<file path="src/rtl/tr_pkg.sv">
// Tracking-drive shared definitions: widths, 50 MHz
// timing constants and stepper FSM state encoding.
package tr_pkg;

  localparam int WIDTH_WORK = 16;
  localparam int POS_W      = 32;

  localparam int PULSE_W    = 100;
  localparam int DIR_SETUP  = 250;
  localparam int MIN_PERIOD = 250;

  localparam logic [1:0] ST_IDLE  = 2'd0;
  localparam logic [1:0] ST_SETUP = 2'd1;
  localparam logic [1:0] ST_HIGH  = 2'd2;
  localparam logic [1:0] ST_LOW   = 2'd3;

  typedef enum logic [1:0] {
    S_IDLE  = ST_IDLE,
    S_SETUP = ST_SETUP,
    S_HIGH  = ST_HIGH,
    S_LOW   = ST_LOW
  } state_e;

  function automatic logic [WIDTH_WORK-1:0] clamp_period(
    input logic [WIDTH_WORK-1:0] p,
    input logic [WIDTH_WORK-1:0] lo
  );
    return (p < lo) ? lo : p;
  endfunction

endpackage

</file>
<file path="src/rtl/step_pulse_gen_if.sv">
// Command/pin bundle between tracking controller,
// step pulse generator and the driver IC pins.
interface step_pulse_gen_if;
  import tr_pkg::*;

  logic                         enable;
  logic                         dir_req;
  logic [WIDTH_WORK-1:0]        period;
  logic                         step;
  logic                         dir;
  logic                         drv_en;
  logic                         busy;
  logic                         step_strobe;
  logic signed [POS_W-1:0]      pos;

  modport master (
    output enable, dir_req, period,
    input  step, dir, drv_en, busy,
    input  step_strobe, pos
  );

  modport slave (
    input  enable, dir_req, period,
    output step, dir, drv_en, busy,
    output step_strobe, pos
  );

endinterface

</file>
<file path="src/rtl/step_timer.sv">
// Loadable down-counter with zero flag; holds at
// zero so a missed decrement can never wrap.
module step_timer
  import tr_pkg::*;
(
  input  logic                  clk,
  input  logic                  rst,
  input  logic                  load_i,
  input  logic [WIDTH_WORK-1:0] val_i,
  input  logic                  dec_i,
  output logic                  zero_o
);

  logic [WIDTH_WORK-1:0] cnt_q, cnt_d;

  // load has priority over decrement
  always_comb begin
    cnt_d = cnt_q;
    if (load_i) begin
      cnt_d = val_i;
    end else if (dec_i && cnt_q != '0) begin
      cnt_d = cnt_q - WIDTH_WORK'(1);
    end
  end

  // counter register
  always_ff @(posedge clk or posedge rst) begin
    if (rst) cnt_q <= '0;
    else     cnt_q <= cnt_d;
  end

  assign zero_o = (cnt_q == '0);

endmodule

</file>
<file path="src/rtl/step_pulse_gen.sv">
// STEP/DIR/EN generator with fixed pulse width,
// direction setup time and signed position count.
module step_pulse_gen #(
  parameter int PULSE_W    = tr_pkg::PULSE_W,
  parameter int DIR_SETUP  = tr_pkg::DIR_SETUP,
  parameter int MIN_PERIOD = tr_pkg::MIN_PERIOD
) (
  input logic            clk,
  input logic            rst,
  step_pulse_gen_if.slave bus
);

  localparam int WW = tr_pkg::WIDTH_WORK;
  localparam int PW = tr_pkg::POS_W;

  localparam logic [WW-1:0] LD_SETUP =
    WW'(DIR_SETUP - 1);
  localparam logic [WW-1:0] LD_HIGH =
    WW'(PULSE_W - 1);
  localparam logic [WW-1:0] LO_OFS =
    WW'(PULSE_W + 1);
  localparam logic [WW-1:0] P_MIN =
    WW'(MIN_PERIOD);

  tr_pkg::state_e state_q, state_d;

  logic          dir_q, dir_d;
  logic          step_q, step_d;
  logic          stb_q, stb_d;
  logic          en_q, en_d;
  logic [WW-1:0] plat_q, plat_d;
  logic [PW-1:0] pos_q, pos_d;

  logic          ld;
  logic [WW-1:0] ld_val;
  logic          dec;
  logic          zero;

  step_timer u_timer (
    .clk    (clk),
    .rst    (rst),
    .load_i (ld),
    .val_i  (ld_val),
    .dec_i  (dec),
    .zero_o (zero)
  );

  // next state, counter control and pin values
  always_comb begin
    state_d = state_q;
    dir_d   = dir_q;
    plat_d  = plat_q;
    pos_d   = pos_q;
    ld      = 1'b0;
    ld_val  = '0;
    dec     = 1'b0;
    unique case (state_q)
      tr_pkg::S_IDLE: begin
        if (bus.enable && bus.period != '0) begin
          dir_d   = bus.dir_req;
          ld      = 1'b1;
          ld_val  = LD_SETUP;
          state_d = tr_pkg::S_SETUP;
        end
      end
      tr_pkg::S_SETUP: begin
        if (!bus.enable) begin
          state_d = tr_pkg::S_IDLE;
        end else if (zero) begin
          plat_d  = tr_pkg::clamp_period(
                      bus.period, P_MIN);
          ld      = 1'b1;
          ld_val  = LD_HIGH;
          state_d = tr_pkg::S_HIGH;
        end else begin
          dec = 1'b1;
        end
      end
      tr_pkg::S_HIGH: begin
        if (!zero) begin
          dec = 1'b1;
        end else if (!bus.enable) begin
          state_d = tr_pkg::S_IDLE;
        end else begin
          ld      = 1'b1;
          ld_val  = plat_q - LO_OFS;
          state_d = tr_pkg::S_LOW;
        end
      end
      tr_pkg::S_LOW: begin
        if (!bus.enable) begin
          state_d = tr_pkg::S_IDLE;
        end else if (!zero) begin
          dec = 1'b1;
        end else if (bus.period == '0) begin
          state_d = tr_pkg::S_IDLE;
        end else if (bus.dir_req != dir_q) begin
          dir_d   = bus.dir_req;
          ld      = 1'b1;
          ld_val  = LD_SETUP;
          state_d = tr_pkg::S_SETUP;
        end else begin
          plat_d  = tr_pkg::clamp_period(
                      bus.period, P_MIN);
          ld      = 1'b1;
          ld_val  = LD_HIGH;
          state_d = tr_pkg::S_HIGH;
        end
      end
      default: state_d = tr_pkg::S_IDLE;
    endcase
    step_d = (state_d == tr_pkg::S_HIGH);
    stb_d  = step_d &&
             (state_q != tr_pkg::S_HIGH);
    en_d   = (state_d != tr_pkg::S_IDLE);
    if (stb_d) begin
      pos_d = dir_q ? pos_q + PW'(1)
                    : pos_q - PW'(1);
    end
  end

  // state and registered pins
  always_ff @(posedge clk or posedge rst) begin
    if (rst) begin
      state_q <= tr_pkg::S_IDLE;
      dir_q   <= 1'b0;
      step_q  <= 1'b0;
      stb_q   <= 1'b0;
      en_q    <= 1'b0;
      plat_q  <= '0;
      pos_q   <= '0;
    end else begin
      state_q <= state_d;
      dir_q   <= dir_d;
      step_q  <= step_d;
      stb_q   <= stb_d;
      en_q    <= en_d;
      plat_q  <= plat_d;
      pos_q   <= pos_d;
    end
  end

  assign bus.step        = step_q;
  assign bus.dir         = dir_q;
  assign bus.drv_en      = en_q;
  assign bus.busy        = en_q;
  assign bus.step_strobe = stb_q;
  assign bus.pos         = pos_q;

endmodule

</file>
<file path="src/flat_wrapper.sv">
// flat-port wrapper written by rule: the top's interface ports become plain ports
module step_pulse_gen_flat 
#(
  parameter int PULSE_W    = tr_pkg::PULSE_W,
  parameter int DIR_SETUP  = tr_pkg::DIR_SETUP,
  parameter int MIN_PERIOD = tr_pkg::MIN_PERIOD
)
  (clk, rst, bus_enable, bus_dir_req, bus_period, bus_step, bus_dir, bus_drv_en, bus_busy, bus_step_strobe, bus_pos);
  step_pulse_gen_if bus_i ();
  input logic clk;
  input logic rst;
  input wire logic [$bits(bus_i.enable)-1:0] bus_enable;
  input wire logic [$bits(bus_i.dir_req)-1:0] bus_dir_req;
  input wire logic [$bits(bus_i.period)-1:0] bus_period;
  output wire logic [$bits(bus_i.step)-1:0] bus_step;
  output wire logic [$bits(bus_i.dir)-1:0] bus_dir;
  output wire logic [$bits(bus_i.drv_en)-1:0] bus_drv_en;
  output wire logic [$bits(bus_i.busy)-1:0] bus_busy;
  output wire logic [$bits(bus_i.step_strobe)-1:0] bus_step_strobe;
  output wire logic [$bits(bus_i.pos)-1:0] bus_pos;
  assign bus_i.enable = bus_enable;
  assign bus_i.dir_req = bus_dir_req;
  assign bus_i.period = bus_period;
  assign bus_step = bus_i.step;
  assign bus_dir = bus_i.dir;
  assign bus_drv_en = bus_i.drv_en;
  assign bus_busy = bus_i.busy;
  assign bus_step_strobe = bus_i.step_strobe;
  assign bus_pos = bus_i.pos;
  step_pulse_gen #(.PULSE_W(PULSE_W), .DIR_SETUP(DIR_SETUP), .MIN_PERIOD(MIN_PERIOD)) u_core (.clk(clk), .rst(rst), .bus(bus_i));
endmodule
</file>
<file path="config.mk">
export PLATFORM = sky130hd
export DESIGN_NAME = step_pulse_gen_flat
export DESIGN_NICKNAME = d
export VERILOG_FILES = /design/src/rtl/tr_pkg.sv /design/src/rtl/step_pulse_gen_if.sv /design/src/rtl/step_timer.sv /design/src/rtl/step_pulse_gen.sv /design/src/flat_wrapper.sv
export SDC_FILE = /design/constraint.sdc
export NUM_CORES = 1
export LEC_CHECK = 0
export CORE_MARGIN = 2
export CORE_UTILIZATION = 31
export CTS_CLUSTER_DIAMETER = 80
export DETAILED_ROUTE_END_ITERATION = 7
export SLEW_MARGIN = 20
export SYNTH_ARGS = -nofsm -noshare
export SYNTH_HDL_FRONTEND = slang
export SYNTH_SLANG_ARGS = --single-unit
</file>
<file path="constraint.sdc">
create_clock -name clk -period 3.9 [get_ports clk]
set_clock_uncertainty 0.05 [all_clocks]
set_input_delay 0.78 -clock clk [delete_from_list [all_inputs] [get_ports clk]]
set_output_delay 0.78 -clock clk [all_outputs]
set_load 0.03 [all_outputs]
</file>
* Word level (Yosys, flattened, before mapping)
Cells that the tools add are included.
Storage, ports and cells: register bits after elaboration 70, memories kept 0, bits in latches 0, bits in read-only memories 0, memory bits (writable) 0, logic and storage cells 91, output and inout port bits 37, bits of input ports 20
Cells by class: $lt $le $gt $ge 1, shift operators 0, $mul 0, equal/unequal tests 14, add/sub/neg operators 4, reductions and logical operators 15, mux-type cells 49, div/mod/pow operators 0, bitwise logic cells 0
Operators with widths (number):
- $mux W16 | 15
- $pmux W16 S4 | 1
- $add A32 B1 Y32 const B | 1
- $logic_not A16 Y1 | 2
- $mux W32 | 1
- $pmux W16 S2 | 1
- $reduce_bool A16 Y1 | 2
- $sub A32 B1 Y32 const B | 1
- $mux W2 | 9
- $lt A16 B8 Y1 const B | 1
- $mux W8 | 2
- $sub A16 B1 Y16 const B | 1
- $sub A16 B7 Y16 const B | 1
- $mux W1 | 15
- $ne A2 B2 Y1 const B | 5
- $ne A2 B1 Y1 const B | 4
- $pmux W2 S4 | 1
- $reduce_bool A2 Y1 | 4
- $mux W7 | 1
- $reduce_and A7 Y1 | 1
- $eq A2 B2 Y1 const B | 3
- $reduce_and A6 Y1 | 1
- $pmux W1 S2 | 2
- $pmux W1 S4 | 1
- other kinds (5) | 7

* Depth between registers and ports, before layout
Gate-level depths: netlist of the first run.
word-level depth 8, gate-level depth with buffers 11, depth with buffers taken out 11

* Cells and area by module
From an unflattened synthesis of the first run, not the netlist that was laid out.
Unflattened totals: cells, all modules 641, area total of the unflattened synthesis 5338.9 um^2
Modules (own cells, without submodules):
- step_pulse_gen | area each 4215.3 um^2, cells an instance 518, sequential area each 1351.3 um^2, times used 1
- step_timer | area each 1123.6 um^2, cells an instance 123, sequential area each 400.4 um^2, times used 1

* Worst setup path before layout of the first run
Ideal clock, no wire load.
path kind register to register, from register u_core.dir_q, in the netlist u_core.bus.dir, to register u_core.pos_q[31], in the netlist u_core.bus.pos[31], setup time 0.087 ns, arrival time 3.297 ns, period minus slack after synthesis 3.433 ns, cell stages (with the launch flop) 12, buffers on the path 0, data required time 3.763 ns, path slack 0.467 ns, cell sequence dfrtp_1 > inv_1 > ha_1 > nand3_2 > nor2_1 > o2111ai_1 > a211o_1 > a41oi_4 > a31o_4 > nand4_2 > or4_1 > o211ai_1
On the way: cells in the longest elaborated chain, start to end 8, elaborated cells on any way between the ends 9, classes of those cells 2 x eq/ne; 6 x mux; 1 x reduce/logical
RTL lines:
- start, declared | line step_pulse_gen.sv:27 | logic dir_q, dir_d;
- start signal, assigned | line step_pulse_gen.sv:134 | dir_q <= dir_d;
- $ne A1 B1 Y1 | line step_pulse_gen.sv:97 | end else if (bus.dir_req != dir_q) begin
- $mux W2 | line step_pulse_gen.sv:97
- $mux W2 | line step_pulse_gen.sv:95 | end else if (bus.period == '0) begin
- $mux W2 | line step_pulse_gen.sv:93 | end else if (!zero) begin
- $mux W2 | line step_pulse_gen.sv:91 | if (!bus.enable) begin
- $pmux W2 S4 | line step_pulse_gen.sv:57 | unique case (state_q)
- $eq A2 B2 Y1 | line step_pulse_gen.sv:112 | step_d = (state_d == tr_pkg::S_HIGH);
- $logic_and A1 B1 Y1 | line step_pulse_gen.sv:113 | stb_d = step_d &&
- end signal, assigned | line step_pulse_gen.sv:139 | pos_q <= pos_d;
- end, declared | line step_pulse_gen.sv:32 | logic [PW-1:0] pos_q, pos_d;
Several ways; a longest one is shown, not always the timed one. A chain may end at the register's enable or synchronous reset.

* Worst setup path in the final report of the first run
from register u_core.dir_q, in the netlist u_core.bus.dir, to register u_core.pos_q[29], in the netlist u_core.bus.pos[29]
The elaborated chain is that of the path after synthesis.

==> out/metrics.yaml, run 1 <==
status: "finished, final reports clean"
p_leak_nw: 2.87
io_buffers: 56
hold_violations: 0
cts_inserted_buffers: 9
ctsResizeCount: 0
ant_nets: 0
synth_edf_count: 0
ys_ff_latch: 70
max_slew_margin_pct: 46.2
hold_slack_ps: 442
start_kind: "register"
synthesis.area_um2: 5020
ys_async_sr_fraction_pct: 100
dpl-instance-area_um2: 5810
synth_largest_area_cell: "dfrtp_1"
drt_first_pass_iters: 4
syn_area_per_cell_um2: 8.41
ys_types: 71
antenna_cells: 0
max_clock_freq_mhz: 289
drive_gt1_share_pct: 6.68
critPathKind: "register to register"
wl_um: 13300
drtIter0Drc: 295
yosys-top-cells-area: "dfrtp_1, ha_1, nand2_1, a21oi_1, nor2_1"
h-tree-depth: 3
cp.required_ps: 4070
tightest_slew_ps: 807
synth_common_cells: "nand2_1, dfrtp_1, a21oi_1, nor2_1, ha_1"
setup_slack_ps: 441
rsz0062_at_grt: "no"
max_stage_delay_ps: 500
rows: 46
drc_errors: 0
hold_path.class: "register to register"
area_growth_pct: 22.5
yosysSeqAreaShare_pct: 34.9
grt_overflow: 0
globalplace.congestion: 0.916
tritoncts: "built"
design_area_um2: 6150
cts_root_buf: "clkbuf_16"
post_cts_buffers: 0
post-route-period-util_pct: 88.7
path_clk_slew_ps: 60
period_minus_slack_ps: 3460
fin_nets: 708
dieWidth_um: 131
start_util_pct: 31.7
cts_sinks: 70
die_h_um: 131
max-vdd-ir-drop_mv: 0.237
hold_buffers: 0
slew_viol_final: 0
finalSetupTns_ps: 0
worstSkewPairLatency_ps: 340
cp_num_buf_inv: 1
yosysTopAreaCellShare_pct: 34.9
path_max_fanout: 18
crit_family: "compound AO/OA/AOI/OAI gates"
crit_start: "u_core.bus.dir"
synth_warnings: 0
grt_max_degree: 49
antenna_found_initial: 0
grt_pass1_wl_um: 22500
dpl.hpwl_um: 9740
hp-start: "u_core.plat_q[15]"
ys.flop_type: "dfrtp_1"
rr_startpoint: "u_core.bus.dir"
grt_pass1_vias: 4579
viasPerCell: 5.19
clk_path_buf_depth: 2
cp_slowest_cell: "inv_1"
io_pins: 57
die_area_um2: 17200
synth_cells: 597
pre_cts_slack_ps: 444
dr_total_vias: 4543
path_common_cell: "a21o_1"
wire_per_inst_um: 15.1
maxCapViolations: 0
track_usage_pct: 15.9
final_util_pct: 38.9
worstPathArrival_ps: 3620
synth_nets: 651
crit_chain: "inv_1 > ha_1 > a21o_1 > a21o_1 > a221oi_1 > a211o_1 > a41oi_4 > a31o_4 > a31oi_1 > xnor2_1 > o21ai_1"
power_density_nw_per_um2: 360
yosysMostFrequentCell: "nand2_1"
endpoint_kind: "register"
core_area_um2: 15800
setup_viol: 0
worst paths after layout:
path	end	slack, ps	cells after the start
worst min-delay path	u_core.plat_q[15]	440	2
worst max-delay path	u_core.bus.pos[29]	440	11
worst min register to register	u_core.plat_q[15]	440	2
min in group asynchronous	u_core.plat_q[14]	760	3
worst max register to register	u_core.bus.pos[29]	440	11
max in group asynchronous	u_core.bus.pos[31]	2490	3
cell usage in the layout (no fill, tap or decap), types with 3 or more instances in the layout:
cell	synthesis	layout
nor4_1	10	10
o21bai_1	6	6
o21ai_1	32	32
inv_1	22	21
buf_4	2	8
nor2b_1	7	7
a211o_1	3	3
a211oi_1	4	4
o31ai_1	4	4
a21o_1	17	17
nor3_1	13	13
dfrtp_1	70	70
ha_1	33	33
clkbuf_16	0	9
and3_1	5	5
nand2b_1	9	9
xor2_1	18	18
a21oi_1	59	59
bufinv_16	0	3
a31oi_1	9	9
clkdlybuf4s50_1	0	56
nand2_1	81	81
nor2_1	59	59
o21ai_0	20	20
nor3b_1	5	5
or4_1	4	4
nand3_1	11	11
o21a_1	6	6
xnor2_1	22	22
flip-flops by register name, indices dropped and copies added (netlist names):
signal / flops
u_core.bus.busy: 1
u_core.plat_q: 16
u_core.bus.step_strobe: 1
u_core.u_timer.cnt_q: 16
u_core.bus.step: 1
u_core.bus.dir: 1
u_core.bus.pos: 32
u_core.state_q: 2
where the power goes:
group	total, mW	switching, mW	internal (mW)
sequential	0.783	0.0313	0.752
combinational	0.467	0.279	0.188
clock	0.967	0.340	0.627
total	2.22	0.650	1.57
per-layer routing:
layer	vias up	track usage, %	routed length [um]
met1	2172	19.8	6090
met4	0	4.71	241
met3	24	3.70	502
met5	-	0	0
met2	96	27.3	6420
li1	2251	-	-
worst reg2reg max path, stage by stage, from the launching register on:
cell and delay (ps):
dfrtp_1 440, inv_1 500, ha_1 430, a21o_1 220
a21o_1 180, a221oi_1 360, a211o_1 300, a41oi_4 150
a31o_4 270, a31oi_1 210, xnor2_1 140, o21ai_1 70
area by class of cell:
class	instances	area (um^2)
clock inverter	7	120
sequential	70	1750
inverter	23	86.3
multi-input combinational	486	3080
tap	216	270
timing repair buffer	64	621
clock buffer	9	225
fill	1584	9680
per-stage QoR:
stage / power, mW / std cells
floorplan: 1.13 / 597
global placement: 1.25 / 859
detailed placement: 1.26 / 859
CTS: 2.25 / 875
global route: 2.33 / 875
finish: 2.22 / 875
kinds of logic (layout without fill, tap and decap cells):
kind of cell | Yosys count | in the layout | synth area share [%]
XOR/XNOR | 40 | 40 | 6.98
buffers and inverters | 41 | 103 | 3.81
adder cells (fa/ha/maj) | 34 | 34 | 8.62
AND/OR/NAND/NOR | 221 | 221 | 21.3
multiplexers | 3 | 3 | 0.623
AO/OA/AOI/OAI | 188 | 188 | 23.7
flip-flops | 70 | 70 | 34.9
No activity file was read; power rests on OpenSTA's default activity.
==> run 2: changes to the inputs <==
Settings changed: CAP_MARGIN set to 20.
==> results of run 2 <==
Same layout as run 1: the final DEF is identical, and so are final timing and power.
==> run 3: changes to the inputs <==
Settings changed: SETUP_SLACK_MARGIN set to 0.5.
==> out/metrics.yaml, run 3 (synthesis results as in run 1) <==
setup_viol: 0  # unchanged
period_minus_slack_ps: 3220  # -244 ps
layout_commonest_cell: "nand2_1"
hold_path.class: "register to register"
area_growth_pct: 22.8
wl_um: 13000  # -1.7%
grt_pass1_wl_um: 22200  # -1.6%
hold_buffers: 0  # unchanged
ant_nets: 0  # unchanged
drt_first_pass_iters: 7  # +3
power_density_nw_per_um2: 348  # -3.5%
maxCapViolations: 0  # unchanged
antenna_found_initial: 0  # unchanged
h-tree-depth: 3  # unchanged
start_util_pct: 31.7  # unchanged
slew_viol_final: 0  # unchanged
drc_errors: 0  # unchanged
largest_register_ffs: 32  # unchanged
globalplace.congestion: 0.891  # -2.7%
dpl-instance-area_um2: 5800  # about the same
viasPerCell: 5.15  # -0.85%
io_buffers: 56  # unchanged
design_area_um2: 6160  # +0.18%
grt_overflow: 0  # unchanged
p_leak_nw: 2.88  # +0.16%
status: "finished, final reports clean"
hold_slack_ps: 442  # +0.0760 ps
critPathKind: "primary input to register"
grt_pass1_vias: 4502  # -1.7%
max_clock_freq_mhz: 311  # +7.6%
dr_total_vias: 4525  # -0.40%
drtIter0Drc: 312  # +5.8%
tightest_slew_ps: 843  # +36.0 ps
start_kind: "primary input"
fin_nets: 712  # +0.56%
antenna_cells: 0  # unchanged
rows: 46  # unchanged
max_slew_margin_pct: 43.8  # -2.4 points
clk_path_buf_depth: 2  # unchanged
finalSetupTns_ps: 0  # unchanged
core_area_um2: 15800  # unchanged
dieWidth_um: 131  # unchanged
r2r_cells: 12  # +1
cts_sinks: 70  # unchanged
final_cell_mix: "nand2_1, dfrtp_1, nor2_1, a21oi_1, clkdlybuf4s50_1"
rsz0062_at_grt: "no"
rrSetupSlack_ps: 750  # +310 ps
post-route-period-util_pct: 82.4  # -6.3 points
io_pins: 57  # unchanged
worstPathArrival_ps: 3400  # -220 ps
wire_per_inst_um: 14.8  # -2.2%
cp.required_ps: 4090  # +20 ps
hold_path_depth: 2  # unchanged
fillers: 1587  # +0.19%
die_h_um: 131  # unchanged
max-vdd-ir-drop_mv: 0.351  # +48%
grt_max_degree: 34  # -31%
path_max_fanout: 16  # -2
worstSkewPairLatency_ps: 350  # about the same
tritoncts: "built"
cts_inserted_buffers: 9  # unchanged
cts_root_buf: "clkbuf_16"
place_inst: 858  # -0.12%
drive_gt1_share_pct: 7.69  # +1.0 points
final-instance-count-excl-fill: 879  # +0.46%
dpl.hpwl_um: 9580  # -1.6%
finalPower_mw: 2.14  # -3.3%
die_area_um2: 17200  # unchanged
path_clk_slew_ps: 60  # about the same
endpoint_kind: "register"
hold_violations: 0  # unchanged
track_usage_pct: 15.7  # -0.16 points
run 3: final cells by class:
class | instances | area (um^2) | share of cell area (%)
Inverter | 23 | 90.1 | 1.46
Tap cell | 216 | 270 | 4.39
Sequential cell | 70 | 1750 | 28.4
Timing Repair Buffer | 68 | 651 | 10.6
Clock buffer | 12 | 267 | 4.32
Clock inverter | 4 | 52.6 | 0.853
Multi-Input combinational cell | 486 | 3080 | 50.0
run 3: what timing repair did:
action                     4_1_cts  5_1_grt
resized for setup                0        1
setup endpoints to repair        4        2
setup buffers                    3        2
run 3: final timing paths:
path                                   start                        to
setup / recovery              bus_period[13]  u_core.u_timer.cnt_q[15]
max in group asynchronous                rst            u_core.bus.dir
setup reg to reg              u_core.bus.dir        u_core.bus.pos[28]
hold reg to reg            u_core.plat_q[15]         u_core.plat_q[15]
hold / removal             u_core.plat_q[15]         u_core.plat_q[15]
min in group asynchronous                rst         u_core.plat_q[13]
run 3: power breakdown:
part | switching [mW] | internal [mW]
clock | 0.334 | 0.550
sequential | 0.0314 | 0.752
combinational | 0.279 | 0.197
run 3: critical path: stages:
cell	delay (ps)
clkdlybuf4s50_1	410
or4_1	540
nor2_2	300
nand3_1	220
o221a_2	430
nor2_4	300
inv_2	130
a21oi_1	140
o21ba_1	150
run 3: routing by layer:
metal	part of all wire, %	vias to the layer above	track usage, %	wire length [um]
met5	0	-	0	0
met4	1.8	0	4.71	239
met3	4.6	27	3.74	595
met2	48	104	26.8	6270
met1	45	2132	19.8	5910
li1	-	2262	-	-
run 3: stage by stage:
stage / worst slack [ps] / util (%)
floorplan: 551 / -
global placement: 406 / 36.7
detailed placement: 347 / 36.7
CTS: 661 / 38.8
global route: 505 / 38.9
finish: 685 / 38.9
